==> config.mk <==
export PLATFORM = sky130hd
export DESIGN_NAME = csr_stage_flat
export DESIGN_NICKNAME = d
export VERILOG_FILES = /design/src/rtl/csr_stage_if.sv /design/src/rtl/csr_stage.sv /design/src/flat_wrapper.sv
export SDC_FILE = /design/constraint.sdc
export NUM_CORES = 1
export LEC_CHECK = 0
export ABC_AREA = 1
export CORE_AREA = 2 2 191 193
export DETAILED_ROUTE_END_ITERATION = 10
export DIE_AREA = 0 0 193 195
export PLACE_DENSITY = 0.7
export SLEW_MARGIN = 20
export SYNTH_ARGS = -nofsm -noshare
export SYNTH_HDL_FRONTEND = slang
export SYNTH_SLANG_ARGS = --single-unit
==> constraint.sdc <==
create_clock -name clk -period 12.9 [get_ports clk]
set_input_delay 3.87 -clock clk [delete_from_list [all_inputs] [get_ports clk]]
set_output_delay 3.87 -clock clk [all_outputs]
set_load 0.005 [all_outputs]
==> src/rtl/csr_stage_if.sv <==
// EXE-stage <-> CSR unit bundle: instruction, live counters, and the CSR unit's responses.
interface csr_stage_if;
    typedef struct packed {
        logic [2:0]  csr_cmd;
        logic [31:0] op1_data;
    } ctrltype;

    logic        csr_valid;
    logic [31:0] csr_reg_pc;
    logic [31:0] csr_inst;
    logic [63:0] csr_inst_id;
    ctrltype     csr_ctrl;
    logic [63:0] reg_cycle;
    logic [63:0] reg_time;
    logic [63:0] reg_mtime;
    logic [63:0] reg_mtimecmp;
    logic [31:0] csr_mem_csr_rdata;
    logic        csr_stall_flg;
    logic        csr_trap_flg;
    logic [31:0] csr_trap_vector;

    modport master (
        output csr_valid, csr_reg_pc, csr_inst, csr_inst_id, csr_ctrl,
        output reg_cycle, reg_time, reg_mtime, reg_mtimecmp,
        input  csr_mem_csr_rdata, csr_stall_flg, csr_trap_flg, csr_trap_vector
    );

    modport slave (
        input  csr_valid, csr_reg_pc, csr_inst, csr_inst_id, csr_ctrl,
        input  reg_cycle, reg_time, reg_mtime, reg_mtimecmp,
        output csr_mem_csr_rdata, csr_stall_flg, csr_trap_flg, csr_trap_vector
    );
endinterface

==> src/rtl/csr_stage.sv <==
// Machine-mode CSR file with ECALL/MRET/timer-interrupt trap sequencing for the EXE stage.
// Define CSR_TIMER_INTERRUPT_EN to enable MTIP and timer interrupts.
module csr_stage #(
    parameter int unsigned FMAX_MHz = 27
) (
    input logic        clk,
    input logic        reset,
    csr_stage_if.slave bus
);
    localparam logic [2:0] CSR_X     = 3'd0;
    localparam logic [2:0] CSR_W     = 3'd1;
    localparam logic [2:0] CSR_S     = 3'd2;
    localparam logic [2:0] CSR_C     = 3'd3;
    localparam logic [2:0] CSR_ECALL = 3'd4;
    localparam logic [2:0] CSR_MRET  = 3'd5;

    typedef enum logic [0:0] {StIdle, StTrap} state_e;

    state_e      state_q;
    logic        mie_q, mpie_q, mtie_q;
    logic [31:0] mtvec_q, mscratch_q, mepc_q, mcause_q;
    logic [63:0] last_id_q;
    logic        id_valid_q;
    logic        trap_flg_q;
    logic [31:0] trap_vec_q;

    logic [11:0] csr_addr;
    logic [2:0]  cmd;
    logic [31:0] op1;
    logic        mtip;
    logic [31:0] rdata;
    logic [31:0] wdata;
    logic        new_inst, irq, trap_req, commit, wr_en;

    assign csr_addr = bus.csr_inst[31:20];
    assign cmd      = bus.csr_ctrl.csr_cmd;
    assign op1      = bus.csr_ctrl.op1_data;

`ifdef CSR_TIMER_INTERRUPT_EN
    assign mtip = bus.reg_mtime >= bus.reg_mtimecmp;
    logic unused_inputs;
    assign unused_inputs = ^{bus.csr_inst[19:0], bus.csr_reg_pc[1:0]};
`else
    assign mtip = 1'b0;
    logic unused_inputs;
    assign unused_inputs = ^{bus.csr_inst[19:0], bus.csr_reg_pc[1:0],
                             bus.reg_mtime, bus.reg_mtimecmp};
`endif

    always_comb begin
        rdata = 32'h0;
        case (csr_addr)
            12'h300: rdata = {24'h0, mpie_q, 3'b000, mie_q, 3'b000};
            12'h301: rdata = 32'h4000_0100;
            12'h304: rdata = {24'h0, mtie_q, 7'h00};
            12'h305: rdata = mtvec_q;
            12'h340: rdata = mscratch_q;
            12'h341: rdata = mepc_q;
            12'h342: rdata = mcause_q;
            12'h344: rdata = {24'h0, mtip, 7'h00};
            12'hC00: rdata = bus.reg_cycle[31:0];
            12'hC80: rdata = bus.reg_cycle[63:32];
            12'hC01: rdata = bus.reg_time[31:0];
            12'hC81: rdata = bus.reg_time[63:32];
            12'hFC0: rdata = 32'(FMAX_MHz);
            default: rdata = 32'h0;
        endcase
    end

    always_comb begin
        wdata = rdata;
        case (cmd)
            CSR_W:   wdata = op1;
            CSR_S:   wdata = rdata | op1;
            CSR_C:   wdata = rdata & ~op1;
            default: wdata = rdata;
        endcase
    end

    // An id seen before (even one that trapped) is a replay and must not act again.
    assign new_inst = bus.csr_valid && (!id_valid_q || bus.csr_inst_id != last_id_q);
    assign irq      = new_inst && mie_q && mtie_q && mtip;
    assign trap_req = (state_q == StIdle) && new_inst &&
                      (irq || cmd == CSR_ECALL || cmd == CSR_MRET);
    assign commit   = new_inst && !trap_req;
    assign wr_en    = commit && (cmd == CSR_W || cmd == CSR_S || cmd == CSR_C);

    assign bus.csr_mem_csr_rdata = rdata;
    assign bus.csr_stall_flg     = trap_req;
    assign bus.csr_trap_flg      = trap_flg_q;
    assign bus.csr_trap_vector   = trap_vec_q;

    always_ff @(posedge clk or posedge reset) begin
        if (reset) begin
            state_q    <= StIdle;
            mie_q      <= 1'b0;
            mpie_q     <= 1'b0;
            mtie_q     <= 1'b0;
            mtvec_q    <= 32'h0;
            mscratch_q <= 32'h0;
            mepc_q     <= 32'h0;
            mcause_q   <= 32'h0;
            last_id_q  <= 64'h0;
            id_valid_q <= 1'b0;
            trap_flg_q <= 1'b0;
            trap_vec_q <= 32'h0;
        end else begin
            trap_flg_q <= 1'b0;
            trap_vec_q <= 32'h0;
            case (state_q)
                StIdle: begin
                    if (trap_req) begin
                        state_q    <= StTrap;
                        trap_flg_q <= 1'b1;
                        last_id_q  <= bus.csr_inst_id;
                        id_valid_q <= 1'b1;
                        // Interrupt wins: the instruction in EXE is not executed.
                        if (irq || cmd == CSR_ECALL) begin
                            mepc_q     <= {bus.csr_reg_pc[31:2], 2'b00};
                            mcause_q   <= irq ? 32'h8000_0007 : 32'd11;
                            mpie_q     <= mie_q;
                            mie_q      <= 1'b0;
                            trap_vec_q <= {mtvec_q[31:2], 2'b00};
                        end else begin
                            mie_q      <= mpie_q;
                            mpie_q     <= 1'b1;
                            trap_vec_q <= mepc_q;
                        end
                    end
                end
                default: state_q <= StIdle;
            endcase
            if (commit) begin
                last_id_q  <= bus.csr_inst_id;
                id_valid_q <= 1'b1;
            end
            if (wr_en) begin
                case (csr_addr)
                    12'h300: begin
                        mie_q  <= wdata[3];
                        mpie_q <= wdata[7];
                    end
                    12'h304: mtie_q     <= wdata[7];
                    12'h305: mtvec_q    <= wdata;
                    12'h340: mscratch_q <= wdata;
                    12'h341: mepc_q     <= {wdata[31:2], 2'b00};
                    12'h342: mcause_q   <= wdata;
                    default: ;
                endcase
            end
        end
    end
endmodule

==> src/flat_wrapper.sv <==
// flat-port wrapper written by rule: the top's interface ports become plain ports
module csr_stage_flat 
#(
    parameter int unsigned FMAX_MHz = 27
)
  (clk, reset, bus_csr_valid, bus_csr_reg_pc, bus_csr_inst, bus_csr_inst_id, bus_csr_ctrl, bus_reg_cycle, bus_reg_time, bus_reg_mtime, bus_reg_mtimecmp, bus_csr_mem_csr_rdata, bus_csr_stall_flg, bus_csr_trap_flg, bus_csr_trap_vector);
  csr_stage_if bus_i ();
  input logic clk;
  input logic reset;
  input wire logic [$bits(bus_i.csr_valid)-1:0] bus_csr_valid;
  input wire logic [$bits(bus_i.csr_reg_pc)-1:0] bus_csr_reg_pc;
  input wire logic [$bits(bus_i.csr_inst)-1:0] bus_csr_inst;
  input wire logic [$bits(bus_i.csr_inst_id)-1:0] bus_csr_inst_id;
  input wire logic [$bits(bus_i.csr_ctrl)-1:0] bus_csr_ctrl;
  input wire logic [$bits(bus_i.reg_cycle)-1:0] bus_reg_cycle;
  input wire logic [$bits(bus_i.reg_time)-1:0] bus_reg_time;
  input wire logic [$bits(bus_i.reg_mtime)-1:0] bus_reg_mtime;
  input wire logic [$bits(bus_i.reg_mtimecmp)-1:0] bus_reg_mtimecmp;
  output wire logic [$bits(bus_i.csr_mem_csr_rdata)-1:0] bus_csr_mem_csr_rdata;
  output wire logic [$bits(bus_i.csr_stall_flg)-1:0] bus_csr_stall_flg;
  output wire logic [$bits(bus_i.csr_trap_flg)-1:0] bus_csr_trap_flg;
  output wire logic [$bits(bus_i.csr_trap_vector)-1:0] bus_csr_trap_vector;
  assign bus_i.csr_valid = bus_csr_valid;
  assign bus_i.csr_reg_pc = bus_csr_reg_pc;
  assign bus_i.csr_inst = bus_csr_inst;
  assign bus_i.csr_inst_id = bus_csr_inst_id;
  assign bus_i.csr_ctrl = bus_csr_ctrl;
  assign bus_i.reg_cycle = bus_reg_cycle;
  assign bus_i.reg_time = bus_reg_time;
  assign bus_i.reg_mtime = bus_reg_mtime;
  assign bus_i.reg_mtimecmp = bus_reg_mtimecmp;
  assign bus_csr_mem_csr_rdata = bus_i.csr_mem_csr_rdata;
  assign bus_csr_stall_flg = bus_i.csr_stall_flg;
  assign bus_csr_trap_flg = bus_i.csr_trap_flg;
  assign bus_csr_trap_vector = bus_i.csr_trap_vector;
  csr_stage #(.FMAX_MHz(FMAX_MHz)) u_core (.clk(clk), .reset(reset), .bus(bus_i));
endmodule
==> impl_metrics.toml, run 1 <==
[final_layout]
multi_input_area_mm2 = 0.00660
register_area_mm2 = 0.00573
postLayoutCoreUtil_pct = 50.7
stdcell_area_mm2 = 0.0179
instances_no_fill = 2743
fillCellCount = 3488
final_nets = 2679
layout-drive-gt1-share_pct = 4.39
area_delta_synth_final_pct = 32.1

[placement]
place.gp.congestion = 0.940
dp_hpwl_mm = 34.9
placedCellCount = 2689
placed_cell_area_mm2 = 0.0170
port_buffers = 337
place_ws_ns = 2.27

[timing]
drv_slew = 0
timing.final.crit_share_pct = 82.6
finalHoldViolations = 0
finalSetupViolCount = 0
max_slew_margin_pct = 27.3
max_freq_mhz = 93.8
min_period_ns = 10.66
worst_slack_ns = 2.24
tns_ns = 0
tightest_slew_ns = 1.09
skew_ns = 0.0108
rsz0062_at_grt = "false"
fin_hold_ws_ns = 0.460

[route]
vias_per_cell = 5.28
vias = 14500
drc = 0
dr.pass1.iters = 5
wl_per_cell_um = 18.2
drt_iter0_markers = 1481
wl_mm = 49.8
postRouteAntennaNets = 0

[power_and_ir_drop]
p_per_area_mw_per_mm2 = 106
leakagePower_nw = 8.83
power_mw = 1.90
ir_worst_vdd_mv = 0.0996

[logic_synthesis]
synthesis.nets = 2410
synth.yosys.seq_area_share_pct = 42.2
syn_area_per_cell_um2 = 6.83
syn_area_mm2 = 0.0136
postSynthCellCount = 1988
synth_area_leaders = "dfrtp_1, nand2_1, nand3_1"
synth-edff-count = 0
synth-async-reset-ratio_pct = 100
ys.flop_type = "dfrtp_1"
synth_warnings = 0
ys_ff_latch = 229
synth_top_area_share_pct = 42.2
yosysTopAreaCell = "dfrtp_1"
ys_types = 33

[global_routing]
grt_max_degree = 105
grt_usage_pct = 25.8
grt_pass1_wl_mm = 75.5
antenna_found_initial = 6
grt.overflow.total = 0
grt_pass1_vias = 13700

[floorplanning]
num_io_pins = 488
dieArea_mm2 = 0.0376
die_h_um = 195
core.rowCount = 69
die_w_um = 193
start_util_pct = 38.4
coreArea_mm2 = 0.0354

[critical_path]
critPathCaptureType = "primary output"
worstSetupPathType = "input port to primary output"
critPathRequiredTime_ns = 9.03
r2r_setup_slack_ns = 8.87
start_kind = "input port"
cp_max_fo = 17
crit_arrival_ns = 6.79

[cts]
path_clk_slew_ns = 0.06
cts_setup_buffers = 0
clock-root-buffer = "clkbuf_16"
numCtsBuffers = 27
cts_buffer_depth = 3
post_cts_resize_count = 0
h-tree-depth = 1
hold_buffers = 0
worstSkewPairLatency_ns = 0.55
cts_num_sinks = 229
tritoncts = "done"

[min_path]
hp-class = "flip-flop to flip-flop"

[job]
maxCapViolCount = 0

[outcome]
status = "finished clean"
registers in the layout, indices dropped and copies added (netlist names):
| signal | count |
|---|---|
| u_core.bus.csr_trap_flg | 1 |
| u_core.bus.csr_trap_vector | 32 |
| u_core.id_valid_q | 1 |
| u_core.last_id_q | 64 |
| u_core.mcause_q | 32 |
| u_core.mepc_q | 32 |
| u_core.mie_q | 1 |
| u_core.mpie_q | 1 |
| u_core.mscratch_q | 32 |
| u_core.mtie_q | 1 |
| u_core.mtvec_q | 32 |
final cells by class:
class,instances,share of cell area (%)
Multi-Input combinational cell,1488,36.8
Timing Repair Buffer,351,19.4
Sequential cell,229,31.9
Clock buffer,40,4.60
Antenna cell,4,0.0558
Clock inverter,10,0.628
Tap cell,461,3.21
Inverter,160,3.40
power by group:
part,total [mW],switching [mW],leakage [nW],internal (mW)
Clock,0.800,0.319,0.461,0.481
Sequential,0.799,0.0339,3.03,0.765
Combinational,0.296,0.156,5.34,0.140
critical path, stage by stage:
cell	delay (ns)
clkdlybuf4s50_1	0.48
nor2_1	0.21
nand2_1	0.17
nor2_2	0.65
buf_4	0.38
nand3_1	0.10
nand2_1	0.19
a21oi_1	0.08
nand2_1	0.09
clkdlybuf4s50_1	0.54
routing by layer:
layer	track usage (%)	wire, um	part of all wire (%)	up-vias
li1	-	-	-	6908
met1	36.2	21400	43	6719
met2	38.5	21000	42	751
met3	6.31	5510	11	105
met4	9.43	1840	3.7	6
met5	0	42	0.084	-
logic make-up (layout without fill, tap and decap cells):
family	count (synthesis)	in the layout	synth area share (%)
AND/OR/NAND/NOR	1210	1210	37.3
AO/OA/AOI/OAI	256	256	9.76
other	0	4	0
buffers and inverters	271	561	9.38
XOR/XNOR	22	22	1.42
flip-flops	229	229	42.2
final timing paths:
path,startpoint,endpoint,cells after the start
max,bus_csr_inst[21],bus_csr_mem_csr_rdata[28],10
min,u_core.id_valid_q$_DFFE_PP0P_,u_core.id_valid_q$_DFFE_PP0P_,2
max reg2reg,u_core.last_id_q[8]$_DFFE_PP0P_,u_core.mepc_q[8]$_DFF_PP0_,15
min reg2reg,u_core.id_valid_q$_DFFE_PP0P_,u_core.id_valid_q$_DFFE_PP0P_,2
max in group asynchronous,reset,u_core.mscratch_q[15]$_DFFE_PP0P_,4
min in group asynchronous,reset,u_core.last_id_q[20]$_DFFE_PP0P_,2
cells in the final DEF (no fill, tap or decap), types with 7 or more instances in the layout:
master,instances
a21oi_1,54
a31oi_1,32
buf_4,14
clkbuf_16,27
clkbuf_8,10
clkdlybuf4s50_1,336
dfrtp_1,229
inv_1,147
inv_2,11
nand2_1,830
nand3_1,182
nand4_1,36
nor2_1,90
nor2_2,7
nor3_1,40
o21ai_0,105
o21ai_1,64
xnor2_1,7
xor2_1,15
cell usage after synthesis (2+ instances only):
master	instances
nor3_2	2
a31oi_1	32
nor2_1	92
nand2_4	3
buf_4	28
inv_1	148
buf_1	2
buf_2	40
nand2_1	830
nand3b_1	2
dfrtp_1	229
o21ai_1	64
nand2_2	3
clkbuf_1	27
nand3_1	182
xor2_1	15
buf_6	13
nand3_2	4
nor3_1	40
nor3b_1	4
inv_2	11
nor2_2	7
o21ai_0	105
nand4_1	36
a21oi_1	54
nand4_2	2
xnor2_1	7
Power figures use the tool's default switching activity.
==> run 2: changes to the inputs <==
clock period = 10.6 ns   (was 12.9 ns; I/O delays follow)
==> run 2 against run 1 <==
Via count increased by 0.11%. Total power increased by 21%. First-iteration DRC count increased by 8.0%. Non-clock buffer count increased by 1. Sequential power increased by 22%. Die area unchanged. Register-to-register slack got worse by 1.6 ns. Worst setup slack got worse by 0.84 ns.
==> impl_metrics.toml, run 2 (same netlist as run 1, synthesis figures left out) <==
[floorplanning]
dieArea_mm2 = 0.0376
die_w_um = 193
core.rowCount = 69
die_h_um = 195
num_io_pins = 488
coreArea_mm2 = 0.0354
start_util_pct = 38.4

[critical_path]
r2r_setup_slack_ns = 7.28
worst_path_max_delay_cell = "clkdlybuf4s50_1"
path_cells = "clkdlybuf4s50_1 > inv_1 > nor2_2 > nand2_1 > nor2_2 > nand2_1 > inv_2 > nand2_1 > nand3_1 > nor2_1 > nand2_1 > clkdlybuf4s50_1"
critPathCaptureType = "primary output"
crit_family = "buffers and inverters"
cp_max_fo = 31
r2r-start = "u_core.last_id_q[41]$_DFFE_PP0P_"
critPathBufInv = 4
cp_slowest_stage_delay_ns = 0.51
crit_arrival_ns = 6.01
critPathRequiredTime_ns = 7.42
crit_top_cell = "nand2_1"
startpoint = "bus_csr_inst[20]"
start_kind = "input port"
worstSetupPathType = "input port to primary output"

[outcome]
status = "finished clean"

[timing]
tns_ns = 0
timing.final.crit_share_pct = 86.7
max_slew_margin_pct = 41.3
drv_slew = 0
max_freq_mhz = 109
rsz0062_at_grt = "false"
min_period_ns = 9.19
skew_ns = 0.0260
tightest_slew_ns = 0.880
finalSetupViolCount = 0
finalHoldViolations = 0

[final_layout]
register_area_mm2 = 0.00573
stdcell_area_mm2 = 0.0179
area_delta_synth_final_pct = 31.9
largest-register = "u_core.last_id_q"
most-common-layout-cells = "nand2_1, clkdlybuf4s50_1, dfrtp_1, nand3_1, inv_1"
final_nets = 2680
fillCellCount = 3470
multi_input_area_mm2 = 0.00660
layout_commonest_cell = "nand2_1"
largest_reg_flops = 64
layout-drive-gt1-share_pct = 4.04

[route]
dr.pass1.iters = 6
vias_per_cell = 5.29
wl_per_cell_um = 18.2
vias = 14500
postRouteAntennaNets = 0
drc = 0
wl_mm = 49.9
drt_iter0_markers = 1599

[power_and_ir_drop]
p_per_area_mw_per_mm2 = 128
ir_worst_vdd_mv = 0.103
leakagePower_nw = 8.81

[cts]
path_clk_slew_ns = 0.06
cts_buffer_depth = 3
tritoncts = "done"
hold_buffers = 0
clock-root-buffer = "clkbuf_16"
cts_setup_buffers = 0
worstSkewPairLatency_ns = 0.55
numCtsBuffers = 27
cts_num_sinks = 229
h-tree-depth = 1
post_cts_resize_count = 0

[global_routing]
grt_max_degree = 104
antenna_found_initial = 5
grt_pass1_vias = 13400
grt_usage_pct = 25.9
grt_pass1_wl_mm = 76.0
grt.overflow.total = 0

[placement]
port_buffers = 337
placed_cell_area_mm2 = 0.0170
dp_hpwl_mm = 34.6
place.gp.congestion = 0.938

[min_path]
hp-start = "u_core.id_valid_q$_DFFE_PP0P_"
hp-class = "flip-flop to flip-flop"

[job]
maxCapViolCount = 0
==> run 2: area by class of cell <==
| type | instances | area share, % |
|---|---|---|
| multi-input combinational | 1488 | 36.8 |
| inverter | 160 | 3.41 |
| antenna | 4 | 0.0559 |
| clock inverter | 9 | 0.880 |
| clock buffer | 38 | 4.11 |
| timing repair buffer | 352 | 19.5 |
| tap | 461 | 3.22 |
| sequential | 229 | 32.0 |
==> run 2: report_power, final <==
part | switching [mW] | leakage, nW | total (mW) | internal [mW]
registers | 0.0416 | 3.03 | 0.972 | 0.931
logic | 0.190 | 5.34 | 0.360 | 0.170
clock network | 0.376 | 0.427 | 0.956 | 0.580
==> run 2: per-layer routing <==
| metal | vias to the layer above | part of all wire [%] | global-route usage [%] |
|---|---|---|---|
| met1 | 6697 | 43 | 37.3 |
| li1 | 6911 | - | - |
| met5 | - | 0.052 | 0 |
| met4 | 4 | 2.8 | 7.41 |
| met2 | 802 | 43 | 39.1 |
| met3 | 91 | 11 | 5.50 |
==> run 2: path summary, 6_finish.rpt <==
| path | end | cells past startpoint |
|---|---|---|
| setup / recovery | bus_csr_mem_csr_rdata[27] | 12 |
| hold / removal | u_core.id_valid_q$_DFFE_PP0P_ | 2 |
| setup reg to reg | u_core.last_id_q[55]$_DFFE_PP0P_ | 13 |
| hold reg to reg | u_core.id_valid_q$_DFFE_PP0P_ | 2 |
| max in group asynchronous | u_core.mscratch_q[22]$_DFFE_PP0P_ | 3 |
| min in group asynchronous | u_core.last_id_q[13]$_DFFE_PP0P_ | 2 |
==> run 2: worst min-delay path, cell delays in order, from the launching register on <==
cell,delay [ns]
dfrtp_1,0.32
inv_1,0.05
nand2_1,0.05
==> run 2: per-stage QoR <==
step	worst slack [ns]	hold slack [ns]	cells	power, mW	utilization [%]
after floorplan	1.14	0.422	1988	1.17	-
after global placement	1.41	0.435	2690	1.33	48.1
after detailed placement	1.44	0.443	2690	1.34	48.1
after CTS	1.43	0.459	2737	2.30	50.6
after global routing	1.23	0.492	2739	2.39	50.6
final	1.41	0.455	2741	2.29	50.6
==> run 3: changes to the inputs <==
ABC_CLOCK_PERIOD_IN_PS = 10600   (was default)
==> results of run 3 <==
Same layout as run 2: the final DEF is identical, and so are final timing and power.
